$ cat config.mk
export PLATFORM = sky130hd
export DESIGN_NAME = wb_arbiter_2m
export DESIGN_NICKNAME = d
export VERILOG_FILES = /design/src/rtl/wb_arbiter_2m.sv
export SDC_FILE = /design/constraint.sdc
export NUM_CORES = 1
export LEC_CHECK = 0
export BUFFER_PORTS_ARGS = -buffer_cell sky130_fd_sc_hd__buf_4
export CELL_PAD_IN_SITES_DETAIL_PLACEMENT = 1
export CELL_PAD_IN_SITES_GLOBAL_PLACEMENT = 2
export CORE_ASPECT_RATIO = 0.7
export CORE_UTILIZATION = 14
export DETAILED_ROUTE_END_ITERATION = 7
export PLACE_DENSITY = 0.92
export SLEW_MARGIN = 20
export SYNTH_ARGS = -nofsm -noshare
export SYNTH_HDL_FRONTEND = slang
export SYNTH_SLANG_ARGS = --single-unit
$ cat constraint.sdc
create_clock -name clk_i -period 6.2 [get_ports clk_i]
set_input_delay 0.62 -clock clk_i [delete_from_list [all_inputs] [get_ports clk_i]]
set_output_delay 0.62 -clock clk_i [all_outputs]
set_load 0.05 [all_outputs]
$ cat src/rtl/wb_arbiter_2m.sv
// Two-master, one-slave Wishbone B4 classic arbiter.
// Round-robin grant that is held for the whole cyc_i cycle of the owner.
// A watchdog turns a slave access that never completes into an err pulse
// for the owning master.
module wb_arbiter_2m #(
  parameter int TIMEOUT_CYCLES = 255,
  parameter int ADDR_WIDTH     = 32
) (
  input  logic                  clk_i,
  input  logic                  rst_i,
  // master 0 (cpu)
  input  logic                  m0_cyc_i,
  input  logic                  m0_stb_i,
  input  logic                  m0_we_i,
  input  logic [ADDR_WIDTH-1:0] m0_adr_i,
  input  logic [3:0]            m0_sel_i,
  input  logic [31:0]           m0_dat_i,
  output logic [31:0]           m0_dat_o,
  output logic                  m0_ack_o,
  output logic                  m0_err_o,
  output logic                  m0_rty_o,
  // master 1 (dma / debug)
  input  logic                  m1_cyc_i,
  input  logic                  m1_stb_i,
  input  logic                  m1_we_i,
  input  logic [ADDR_WIDTH-1:0] m1_adr_i,
  input  logic [3:0]            m1_sel_i,
  input  logic [31:0]           m1_dat_i,
  output logic [31:0]           m1_dat_o,
  output logic                  m1_ack_o,
  output logic                  m1_err_o,
  output logic                  m1_rty_o,
  // slave side
  output logic                  s_cyc_o,
  output logic                  s_stb_o,
  output logic                  s_we_o,
  output logic [ADDR_WIDTH-1:0] s_adr_o,
  output logic [3:0]            s_sel_o,
  output logic [31:0]           s_dat_o,
  input  logic [31:0]           s_dat_i,
  input  logic                  s_ack_i,
  input  logic                  s_err_i,
  input  logic                  s_rty_i,
  // observability
  output logic [1:0]            grant_o
);

  // Counter is at least one bit wide so a disabled watchdog still elaborates.
  localparam int CW = (TIMEOUT_CYCLES > 0) ? $clog2(TIMEOUT_CYCLES + 1) : 1;
  localparam logic [CW-1:0] CNT_LAST = (TIMEOUT_CYCLES > 0) ? CW'(TIMEOUT_CYCLES - 1) : '0;
  localparam bit WDOG_EN = (TIMEOUT_CYCLES > 0);

  // One-hot encoding so the state register doubles as the grant vector.
  typedef enum logic [1:0] {
    IDLE = 2'b00,
    GNT0 = 2'b01,
    GNT1 = 2'b10
  } state_t;

  state_t         state_reg;
  state_t         state_next;
  logic           last_grant_reg;
  logic [CW-1:0]  cnt_reg;

  logic           stb_raw;
  logic           any_resp;
  logic           pending;
  logic           timeout_fire;

  assign any_resp     = s_ack_i | s_err_i | s_rty_i;
  assign pending      = s_cyc_o & stb_raw & ~any_resp;
  // Pending already excludes responses, so a simultaneous ack masks the fire.
  assign timeout_fire = WDOG_EN & pending & (cnt_reg == CNT_LAST);

  // Slave-side mux: everything follows the granted master, zero when idle.
  always_comb begin
    s_cyc_o = 1'b0;
    stb_raw = 1'b0;
    s_we_o  = 1'b0;
    s_adr_o = '0;
    s_sel_o = '0;
    s_dat_o = '0;
    case (state_reg)
      GNT0: begin
        s_cyc_o = m0_cyc_i;
        stb_raw = m0_stb_i;
        s_we_o  = m0_we_i;
        s_adr_o = m0_adr_i;
        s_sel_o = m0_sel_i;
        s_dat_o = m0_dat_i;
      end
      GNT1: begin
        s_cyc_o = m1_cyc_i;
        stb_raw = m1_stb_i;
        s_we_o  = m1_we_i;
        s_adr_o = m1_adr_i;
        s_sel_o = m1_sel_i;
        s_dat_o = m1_dat_i;
      end
      default: ;
    endcase
  end

  // The strobe is withdrawn on the watchdog cycle so the slave never sees a
  // request whose err has already been reported to the master.
  assign s_stb_o = stb_raw & ~timeout_fire;

  // Responses reach only the owner; read data is broadcast to both.
  assign m0_ack_o = s_ack_i & state_reg[0];
  assign m0_rty_o = s_rty_i & state_reg[0];
  assign m0_err_o = (s_err_i | timeout_fire) & state_reg[0];
  assign m1_ack_o = s_ack_i & state_reg[1];
  assign m1_rty_o = s_rty_i & state_reg[1];
  assign m1_err_o = (s_err_i | timeout_fire) & state_reg[1];
  assign m0_dat_o = s_dat_i;
  assign m1_dat_o = s_dat_i;
  assign grant_o  = state_reg;

  // Grant arbitration: owner keeps the bus while cyc is high, then hands
  // over directly to a waiting master; ties go to the one not served last.
  always_comb begin
    state_next = state_reg;
    case (state_reg)
      IDLE: begin
        if (m0_cyc_i && m1_cyc_i) state_next = last_grant_reg ? GNT0 : GNT1;
        else if (m0_cyc_i)        state_next = GNT0;
        else if (m1_cyc_i)        state_next = GNT1;
      end
      GNT0: begin
        if (!m0_cyc_i) state_next = m1_cyc_i ? GNT1 : IDLE;
      end
      GNT1: begin
        if (!m1_cyc_i) state_next = m0_cyc_i ? GNT0 : IDLE;
      end
      default: state_next = IDLE;
    endcase
  end

  // State, round-robin history and watchdog counter.
  always_ff @(posedge clk_i or posedge rst_i) begin
    if (rst_i) begin
      state_reg      <= IDLE;
      last_grant_reg <= 1'b1;
      cnt_reg        <= '0;
    end else begin
      state_reg <= state_next;
      if (state_next == GNT0) last_grant_reg <= 1'b0;
      else if (state_next == GNT1) last_grant_reg <= 1'b1;
      if (!WDOG_EN || !pending || timeout_fire || (state_next != state_reg))
        cnt_reg <= '0;
      else
        cnt_reg <= cnt_reg + 1'b1;
    end
  end

endmodule

==> flow_metrics.env, run 1 <==
export IMPL_core_area_um2=16400
export IMPL_clk_path_buf_depth=2
export IMPL_p_switching_mw=1.147
export IMPL_drt_iter0_markers=135
export IMPL_hpwl_um=8104
export IMPL_placed_cells=681
export IMPL_synth_top_area_share_pct=21.96
export IMPL_synth_warnings=0
export IMPL_netlist_instances=317
export IMPL_drive_gt1_share_pct=52.39
export IMPL_synth_ff_type="dfrtp_1"
export IMPL_fin_skew_ns=0.001185
export IMPL_synth_common_cells="69 x a22oi_1, 69 x nor2b_1, 64 x buf_4"
export IMPL_path_clk_slew_ns=0.04
export IMPL_r2r_end="cnt_reg[5]"
export IMPL_netlist_area_um2=2359
export IMPL_critical_path_max_stage_delay_ns=0.62
export IMPL_synth_seq_area_share_pct=11.72
export IMPL_cts_setup_buffers=0
export IMPL_first_pass_iters=4
export IMPL_num_nets_final=647
export IMPL_clockPowerShare_pct=6.2
export IMPL_critPathCapture="m0_err_o"
export IMPL_status="completed"
export IMPL_final_setup_viol_count=0
export IMPL_synth_area_leaders="a22oi_1 22%, buf_4 20%, nor2b_1 18%, dfrtp_1 11%, ha_1 3.7%"
export IMPL_p_leak_nw=1.752
export IMPL_start_util_pct=14.38
export IMPL_clock_sinks=11
export IMPL_tns_ns=0
export IMPL_max_cap_violations=0
export IMPL_design_area_um2=3866
export IMPL_ys_types=40
export IMPL_crit_start="grant_o[0]"
export IMPL_p_sw_share_pct=60.83
export IMPL_gp_congestion=0.7544
export IMPL_ff2ff_setup_slack_ns=2.79
export IMPL_grt_pass1_wl_um=15390
export IMPL_timing_hold_ws_ns=0.3753
export IMPL_required_ns=5.58
export IMPL_critPathKind="flip-flop to output port"
export IMPL_grt_pass1_vias=2918
export IMPL_crit_chain="inv_1 > ha_2 > buf_4 > a22oi_2 > nor4_4 > a41oi_1 > nor2_1 > buf_4"
export IMPL_area_delta_synth_final_pct=63.93
export IMPL_largest_register_ffs=8
export IMPL_drt_total_wl_um=10420
export IMPL_numCtsBuffers=3
export IMPL_synth_edf_count=0
export IMPL_critPathArrivalTime_ns=3.06
export IMPL_cts_resized=0
export IMPL_antenna_found_initial=0
export IMPL_setup_slack_ns=2.524
export IMPL_clk_root_buffer_cell="clkbuf_16"
export IMPL_gr_total_overflow=0
export IMPL_async_reset_ff_share_pct=100.0
export IMPL_place_ws_ns=2.781
export IMPL_die_h_um=110.6
export IMPL_ys_ff_latch=11
export IMPL_io_pins=322
export IMPL_fmax_mhz=272.0
export IMPL_n_antenna_cell=0
export IMPL_p_seq_share_pct=5.2
export IMPL_postRouteAntennaNets=0
export IMPL_tightest_slew_ns=0.6776
export IMPL_wl_per_cell_um=15.21
export IMPL_die_area_um2=17380
export IMPL_ir_drop_mv=0.1632
export IMPL_rows=39
export IMPL_rsz0062_at_grt="false"
export IMPL_dpl_cell_area_um2=3777
export IMPL_slowest_stage="ha_2"
export IMPL_cts_max_level=1
export IMPL_comb_power_share_pct=88.6
export IMPL_cp_start_kind="flip-flop"
export IMPL_timing_final_crit_share_pct=59.30
export IMPL_cts_hold_buf=0
export IMPL_total_power_mw=1.886
export IMPL_dr_total_vias=2869
export IMPL_utilization_pct=23.58
export IMPL_power_density_nw_per_um2=487.8
export IMPL_maxSlewViolCount=0
export IMPL_max_slew_margin_rel_pct=54.52
export IMPL_reg2reg_depth=8
export IMPL_cts_tree="built"
export IMPL_p_int_mw=0.7386
export IMPL_endpoint_kind="output port"
export IMPL_vias_per_cell=4.188
export IMPL_drc_errors=0
export IMPL_clock_latency_ns=0.24
export IMPL_track_usage_pct=11.20
export IMPL_crit_path_frequent_cell="buf_4"
export IMPL_port_buffers=225
export IMPL_die_w_um=157.1
export IMPL_worstPathMaxFanout=47
export IMPL_hold_violations=0
export IMPL_hp_class="input pin to asynchronous set/reset pin"
export IMPL_grt_max_degree=73
export IMPL_synth_largest_area_cell="a22oi_1"
export IMPL_syn_num_nets=503
export IMPL_fin_cells=685
export IMPL_syn_avg_cell_area_um2=7.440
export IMPL_r2r_start="grant_o[0]"
export IMPL_post_route_min_period_ns=3.676
## cell families (layout without fill, tap and decap cells)
logic type,count (synthesis),after routing,synth area share [%]
DFF,11,11,11.72
AOI/OAI and AO/OA,85,85,27.06
xor gates and xnor gates,6,6,2.228
muxes,1,1,0.4244
buffers and inverters,95,238,25.46
and+or+nand+nor,112,112,29.39
adders and majority gates,7,7,3.713
## worst min-delay path by stage
| stage | end | slack (ns) | from | depth (start not counted) |
|---|---|---|---|---|
| after floorplan | last_grant_reg | 0.45 | last_grant_reg | 2 |
| after global routing | grant_o[0] | 0.41 | rst_i | 2 |
| after CTS | grant_o[1] | 0.39 | rst_i | 2 |
| final | grant_o[0] | 0.38 | rst_i | 2 |
| after global placement | last_grant_reg | 0.48 | last_grant_reg | 2 |
| after detailed placement | last_grant_reg | 0.48 | last_grant_reg | 2 |
## final cells by class
cell class              count  area (µm²)
clock buffers               4       78.83
flip-flops and latches     11       276.5
repair buffers            227        1704
fillers                  2034       12530
well taps                 225       281.5
inverters                   7       26.28
multi-input cells         211        1499
## critical path: cells and delay by family, from the launching register on
| family | cells | cell delay, ns |
|---|---|---|
| compound gates | 2 | 0.38 |
| flops | 1 | 0.47 |
| fa+ha+maj | 1 | 0.62 |
| buf+inv | 3 | 0.96 |
| simple gates | 2 | 0.35 |
## routing by layer
layer  GRT usage [%]  wire, µm
met1           13.32      4227
met2           19.17      4866
met3           4.788      1298
met4           1.036        27
met5               0         0
## power groups by stage
stage	Sequential [mW]	Combinational (mW)	Clock (mW)
global route	0.0998	1.78	0.123
global placement	0.0977	1.67	0
finish	0.0976	1.67	0.117
floorplan	0.113	1.28	0
detailed placement	0.0984	1.68	0
CTS	0.0975	1.69	0.118
## cell usage in the layout (no fill, tap or decap), types with 5 or more instances in the layout
cell type  count
nand2_1        8
nor2_1         7
nor2b_1       69
a22oi_1       69
buf_4        227
xnor2_1        5
inv_1          7
and2_1         5
nand3_1        5
dfrtp_1       10
(Power assumes the default switching activity.)
==> run 2, diff against run 1 <==
--- a/config.mk
+++ b/config.mk
@@ -9,9 +9,9 @@
 export CELL_PAD_IN_SITES_DETAIL_PLACEMENT = 1
 export CELL_PAD_IN_SITES_GLOBAL_PLACEMENT = 2
 export CORE_ASPECT_RATIO = 0.7
-export CORE_UTILIZATION = 14
+export CORE_UTILIZATION = 12
 export DETAILED_ROUTE_END_ITERATION = 7
-export PLACE_DENSITY = 0.92
+export PLACE_DENSITY = 0.85
 export SLEW_MARGIN = 20
 export SYNTH_ARGS = -nofsm -noshare
 export SYNTH_HDL_FRONTEND = slang
==> constraint.sdc (replaced) <==
create_clock -name clk_i -period 3 [get_ports clk_i]
set_input_delay 0.3 -clock clk_i [delete_from_list [all_inputs] [get_ports clk_i]]
set_output_delay 0.3 -clock clk_i [all_outputs]
set_load 0.05 [all_outputs]
==> flow_metrics.env, run 2 (same netlist as run 1, synthesis figures left out) <==
export IMPL_num_nets_final=651
export IMPL_largest_register_ffs=8
export IMPL_final_setup_viol_count=0
export IMPL_die_area_um2=20230
export IMPL_core_area_um2=19080
export IMPL_gp_congestion=0.7446
export IMPL_required_ns=2.70
export IMPL_fin_skew_ns=0.002253
export IMPL_io_pins=322
export IMPL_crit_chain="inv_1 > ha_2 > buf_4 > a22oi_1 > nor2b_1 > buf_4"
export IMPL_area_delta_synth_final_pct=66.84
export IMPL_cts_max_level=1
export IMPL_drc_errors=0
export IMPL_drt_iter0_markers=98
export IMPL_path_clk_slew_ns=0.04
export IMPL_power_density_nw_per_um2=990.2
export IMPL_postRouteAntennaNets=0
export IMPL_grt_pass1_vias=2892
export IMPL_grt_pass1_wl_um=15240
export IMPL_cts_tree="built"
export IMPL_maxSlewViolCount=0
export IMPL_cts_hold_buf=0
export IMPL_clock_sinks=11
export IMPL_fmax_mhz=401.8
export IMPL_port_buffers=225
export IMPL_crit_family="buffers and inverters"
export IMPL_tns_ns=0
export IMPL_clk_path_buf_depth=2
export IMPL_layout_commonest_cell="buf_4"
export IMPL_cts_resized=0
export IMPL_place_ws_ns=0.5785
export IMPL_vias_per_cell=3.848
export IMPL_n_antenna_cell=0
export IMPL_critPathKind="flip-flop to output port"
export IMPL_critPathArrivalTime_ns=2.19
export IMPL_hpwl_um=8085
export IMPL_die_h_um=119.3
export IMPL_p_leak_nw=1.770
export IMPL_worstPathMaxFanout=31
export IMPL_max_slew_margin_rel_pct=59.90
export IMPL_slowest_stage="dfrtp_1"
export IMPL_crit_start="grant_o[1]"
export IMPL_clock_latency_ns=0.24
export IMPL_track_usage_pct=9.353
export IMPL_rsz0062_at_grt="false"
export IMPL_cts_setup_buffers=0
export IMPL_hp_class="input pin to asynchronous set/reset pin"
export IMPL_cp_start_kind="flip-flop"
export IMPL_setup_slack_ns=0.5115
export IMPL_timing_final_crit_share_pct=82.95
export IMPL_crit_path_frequent_cell="buf_4"
export IMPL_first_pass_iters=4
export IMPL_post_route_min_period_ns=2.489
export IMPL_mostFrequentLayoutCells="231 x buf_4, 69 x a22oi_1, 69 x nor2b_1"
export IMPL_hold_violations=0
export IMPL_dr_total_vias=2801
export IMPL_drive_gt1_share_pct=52.80
export IMPL_ir_drop_mv=0.3862
export IMPL_gr_total_overflow=0
export IMPL_r2r_start="grant_o[0]"
export IMPL_wl_per_cell_um=13.80
export IMPL_endpoint_kind="output port"
export IMPL_grt_max_degree=43
export IMPL_die_w_um=169.6
export IMPL_numCtsBuffers=3
export IMPL_timing_critical_path_buf_inv=3
export IMPL_drt_total_wl_um=10040
export IMPL_clk_root_buffer_cell="clkbuf_16"
export IMPL_rows=42
export IMPL_critical_path_max_stage_delay_ns=0.48
export IMPL_tightest_slew_ns=0.5974
export IMPL_status="completed"
export IMPL_antenna_found_initial=0
export IMPL_max_cap_violations=0
export IMPL_start_util_pct=12.36
==> run 2: changes by cell type in the layout (fill, tap and decap cells not counted), sizes merged <==
cell  before  now
buf      227  231
==> run 2: per-layer routing <==
metal  part of all wire, %  wire length, µm  up-vias  global-route usage (%)
met1                    44             4376     1273                   11.88
met4                   1.0              104        0                   2.140
met2                    45             4479      167                   14.76
li1                      -                -     1350                       -
met5                     0                0        -                       0
met3                    11             1082       11                   3.689
==> run 2: through the flow <==
| stage | instances | hold slack, ns | instance area [µm²] | util, % | power, mW |
|---|---|---|---|---|---|
| final | 728 | 0.07126 | 3935 | 20.63 | 3.897 |
| after global routing | 728 | 0.1321 | 3935 | 20.63 | 4.133 |
| after CTS | 728 | 0.07997 | 3935 | 20.63 | 3.946 |
| after detailed placement | 724 | 0.3396 | 3856 | 20.22 | 3.691 |
| after global placement | 724 | 0.3395 | 3856 | 20.22 | 3.662 |
| after floorplan | 317 | 0.1517 | 2359 | - | 2.871 |
==> run 2: final timing paths <==
kind | slack [ns] | to | cells past startpoint
setup / recovery | 0.51 | s_adr_o[20] | 6
min in group clk_i | 0.41 | grant_o[0] | 3
hold reg to reg | 0.48 | last_grant_reg | 2
setup reg to reg | 0.57 | last_grant_reg | 8
hold / removal | 0.07 | grant_o[0] | 2
max in group asynchronous | 2.59 | last_grant_reg | 2
==> run 2: cell type report <==
class / instances / area [µm²]
fillers: 2336 / 15140
flip-flops and latches: 11 / 276.5
multi-input cells: 211 / 1489
clock buffers: 4 / 78.83
repair buffers: 231 / 1734
inverters: 7 / 26.28
well taps: 264 / 330.3
==> run 2: power breakdown <==
| group | leakage [nW] | internal [mW] | switching, mW |
|---|---|---|---|
| registers | 0.148 | 0.170 | 0.0325 |
| clock network | 0.0382 | 0.179 | 0.0689 |
| logic | 1.58 | 1.18 | 2.26 |
| total | 1.77 | 1.53 | 2.37 |
==> run 2: worst register-to-register path: cells and delay by family, from the launching register on <==
kind                     cells  cell delay [ns]
flip-flops                   1             0.47
multiplexers                 1             0.15
buffers and inverters        2             0.55
AO/OA/AOI/OAI                3             0.61
adder cells (fa/ha/maj)      2             0.58
==> run 3, diff against run 2 <==
==> constraint.sdc (replaced) <==
create_clock -name clk_i -period 2.04 [get_ports clk_i]
set_input_delay 0.204 -clock clk_i [delete_from_list [all_inputs] [get_ports clk_i]]
set_output_delay 0.204 -clock clk_i [all_outputs]
set_load 0.05 [all_outputs]
==> flow_metrics.env, run 3 (same netlist as run 1, synthesis figures left out) <==
export IMPL_utilization_pct=27.49
export IMPL_crit_chain="inv_4 > ha_4 > a22oi_2 > nor4_4 > or3b_4 > or4b_4 > nor2_1"
export IMPL_clock_sinks=11
export IMPL_fmax_mhz=471.2
export IMPL_fin_skew_ns=0.005069
export IMPL_grt_pass1_vias=3059
export IMPL_dr_total_vias=3059
export IMPL_layout_commonest_cell="buf_4"
export IMPL_ir_drop_mv=0.6650
export IMPL_io_pins=322
export IMPL_endpoint_kind="flip-flop"
export IMPL_total_power_mw=8.356
export IMPL_drt_iter0_markers=68
export IMPL_start_util_pct=12.36
export IMPL_rows=42
export IMPL_p_leak_nw=2.306
export IMPL_final_setup_viol_count=26
export IMPL_mostFrequentLayoutCells="230 x buf_4, 60 x nor2b_4, 37 x a22oi_2"
export IMPL_die_area_um2=20230
export IMPL_setup_slack_ns=-0.08237
export IMPL_area_delta_synth_final_pct=122.3
export IMPL_maxSlewViolCount=0
export IMPL_critPathArrivalTime_ns=2.30
export IMPL_clock_latency_ns=0.24
export IMPL_critical_path_max_stage_delay_ns=0.51
export IMPL_core_area_um2=19080
export IMPL_power_density_nw_per_um2=1593
export IMPL_regArea_um2=284.0
export IMPL_drt_total_wl_um=12500
export IMPL_clk_root_buffer_cell="clkbuf_16"
export IMPL_status="finished, violations left"
export IMPL_drc_errors=0
export IMPL_max_slew_margin_rel_pct=68.76
export IMPL_max_cap_violations=0
export IMPL_largest_register_ffs=8
export IMPL_n_fill_cell=2241
export IMPL_numCtsBuffers=3
export IMPL_gp_congestion=0.7105
export IMPL_failed_checks="negative setup slack"
export IMPL_n_antenna_cell=0
export IMPL_port_buffers=225
export IMPL_required_ns=2.21
export IMPL_hold_violations=0
export IMPL_hpwl_um=8590
export IMPL_cts_max_level=1
export IMPL_clk_path_buf_depth=2
export IMPL_drive_gt1_share_pct=79.88
export IMPL_hp_class="input pin to flip-flop"
export IMPL_antenna_found_initial=0
export IMPL_postRouteAntennaNets=0
export IMPL_num_nets_final=689
export IMPL_gr_total_overflow=0
export IMPL_grt_max_degree=36
export IMPL_worstPathMaxFanout=5
export IMPL_wl_per_cell_um=16.32
export IMPL_slowest_stage="dfrtp_4"
export IMPL_timing_critical_path_buf_inv=1
export IMPL_die_h_um=119.3
export IMPL_multi_input_area_um2=2227
export IMPL_die_w_um=169.6
export IMPL_track_usage_pct=10.35
export IMPL_critPathKind="flip-flop to flip-flop"
export IMPL_crit_family="simple AND/OR/NAND/NOR gates"
export IMPL_cts_tree="built"
export IMPL_path_clk_slew_ns=0.04
export IMPL_post_route_min_period_ns=2.122
export IMPL_timing_final_crit_share_pct=104.0
export IMPL_rsz0062_at_grt="true"
export IMPL_grt_pass1_wl_um=16610
export IMPL_cp_start_kind="flip-flop"
export IMPL_first_pass_iters=4
export IMPL_vias_per_cell=3.993
export IMPL_tightest_slew_ns=0.4680
## run 3: changes by cell type in the layout (fill, tap and decap cells not counted), sizes merged
cell         change
clkinv           +1
buf             +33
clkbuf           +3
dlygate4sd3      +1
## run 3: layer usage
| metal | global-route usage, % | wire, µm |
|---|---|---|
| met3 | 3.157 | 1133 |
| met4 | 2.534 | 185 |
| met1 | 12.62 | 5205 |
| met2 | 17.64 | 5973 |
| met5 | 0 | 0 |
## run 3: final timing paths
path	depth (start not counted)	to	slack (ns)	start
min in group asynchronous	3	cnt_reg[1]	0.54	rst_i
worst min-delay path	3	grant_o[0]	0.29	m0_cyc_i
worst min register to register	2	last_grant_reg	0.49	last_grant_reg
worst max register to register	7	cnt_reg[1]	-0.08	grant_o[1]
worst max-delay path	7	cnt_reg[1]	-0.08	grant_o[1]
max in group asynchronous	3	grant_o[0]	1.14	rst_i
## run 3: report_power, final
part           internal [mW]  switching, mW
Combinational           3.46           4.23
Sequential             0.262         0.0375
Clock                  0.260          0.100
Total                   3.99           4.37
## run 3: final cells by class
class / count / area share (%)
clock buffers: 3 / 1.432
well taps: 264 / 6.299
multi-input cells: 211 / 42.47
flip-flops and latches: 11 / 5.416
clock inverters: 1 / 0.09544
inverters: 7 / 0.5965
repair buffers: 269 / 43.69
## run 3: metrics by stage
step | TNS, ns | setup WS [ns] | instances | hold slack (ns) | area, µm²
global placement | 0 | 0.01893 | 742 | 0.2269 | 4547
finish | -0.7339 | -0.08237 | 766 | 0.2950 | 5244
floorplan | -0.4275 | -0.07655 | 317 | 0.05576 | 2882
global route | -3.573 | -0.1669 | 766 | 0.3130 | 5244
CTS | -1.782 | -0.09290 | 750 | 0.2847 | 4848
detailed placement | -0.1865 | -0.06391 | 742 | 0.2320 | 4547
## run 3: repair_timing
item / CTS / global route
setup buffers: 2 / 11
cloned: 1 / 5
setup endpoints to repair: 77 / 80
gates resized for setup: 40 / 42
pin swaps: 14 / 18
hold buffers: 1 / 0
endpoints found under the hold margin: 10 / 0
## run 3: worst register-to-register path, cell delays in order (launching register included)
cell     delay [ns]
dfrtp_4        0.51
inv_4          0.09
ha_4           0.16
a22oi_2        0.09
nor4_4         0.17
or3b_4         0.45
or4b_4         0.50
nor2_1         0.10
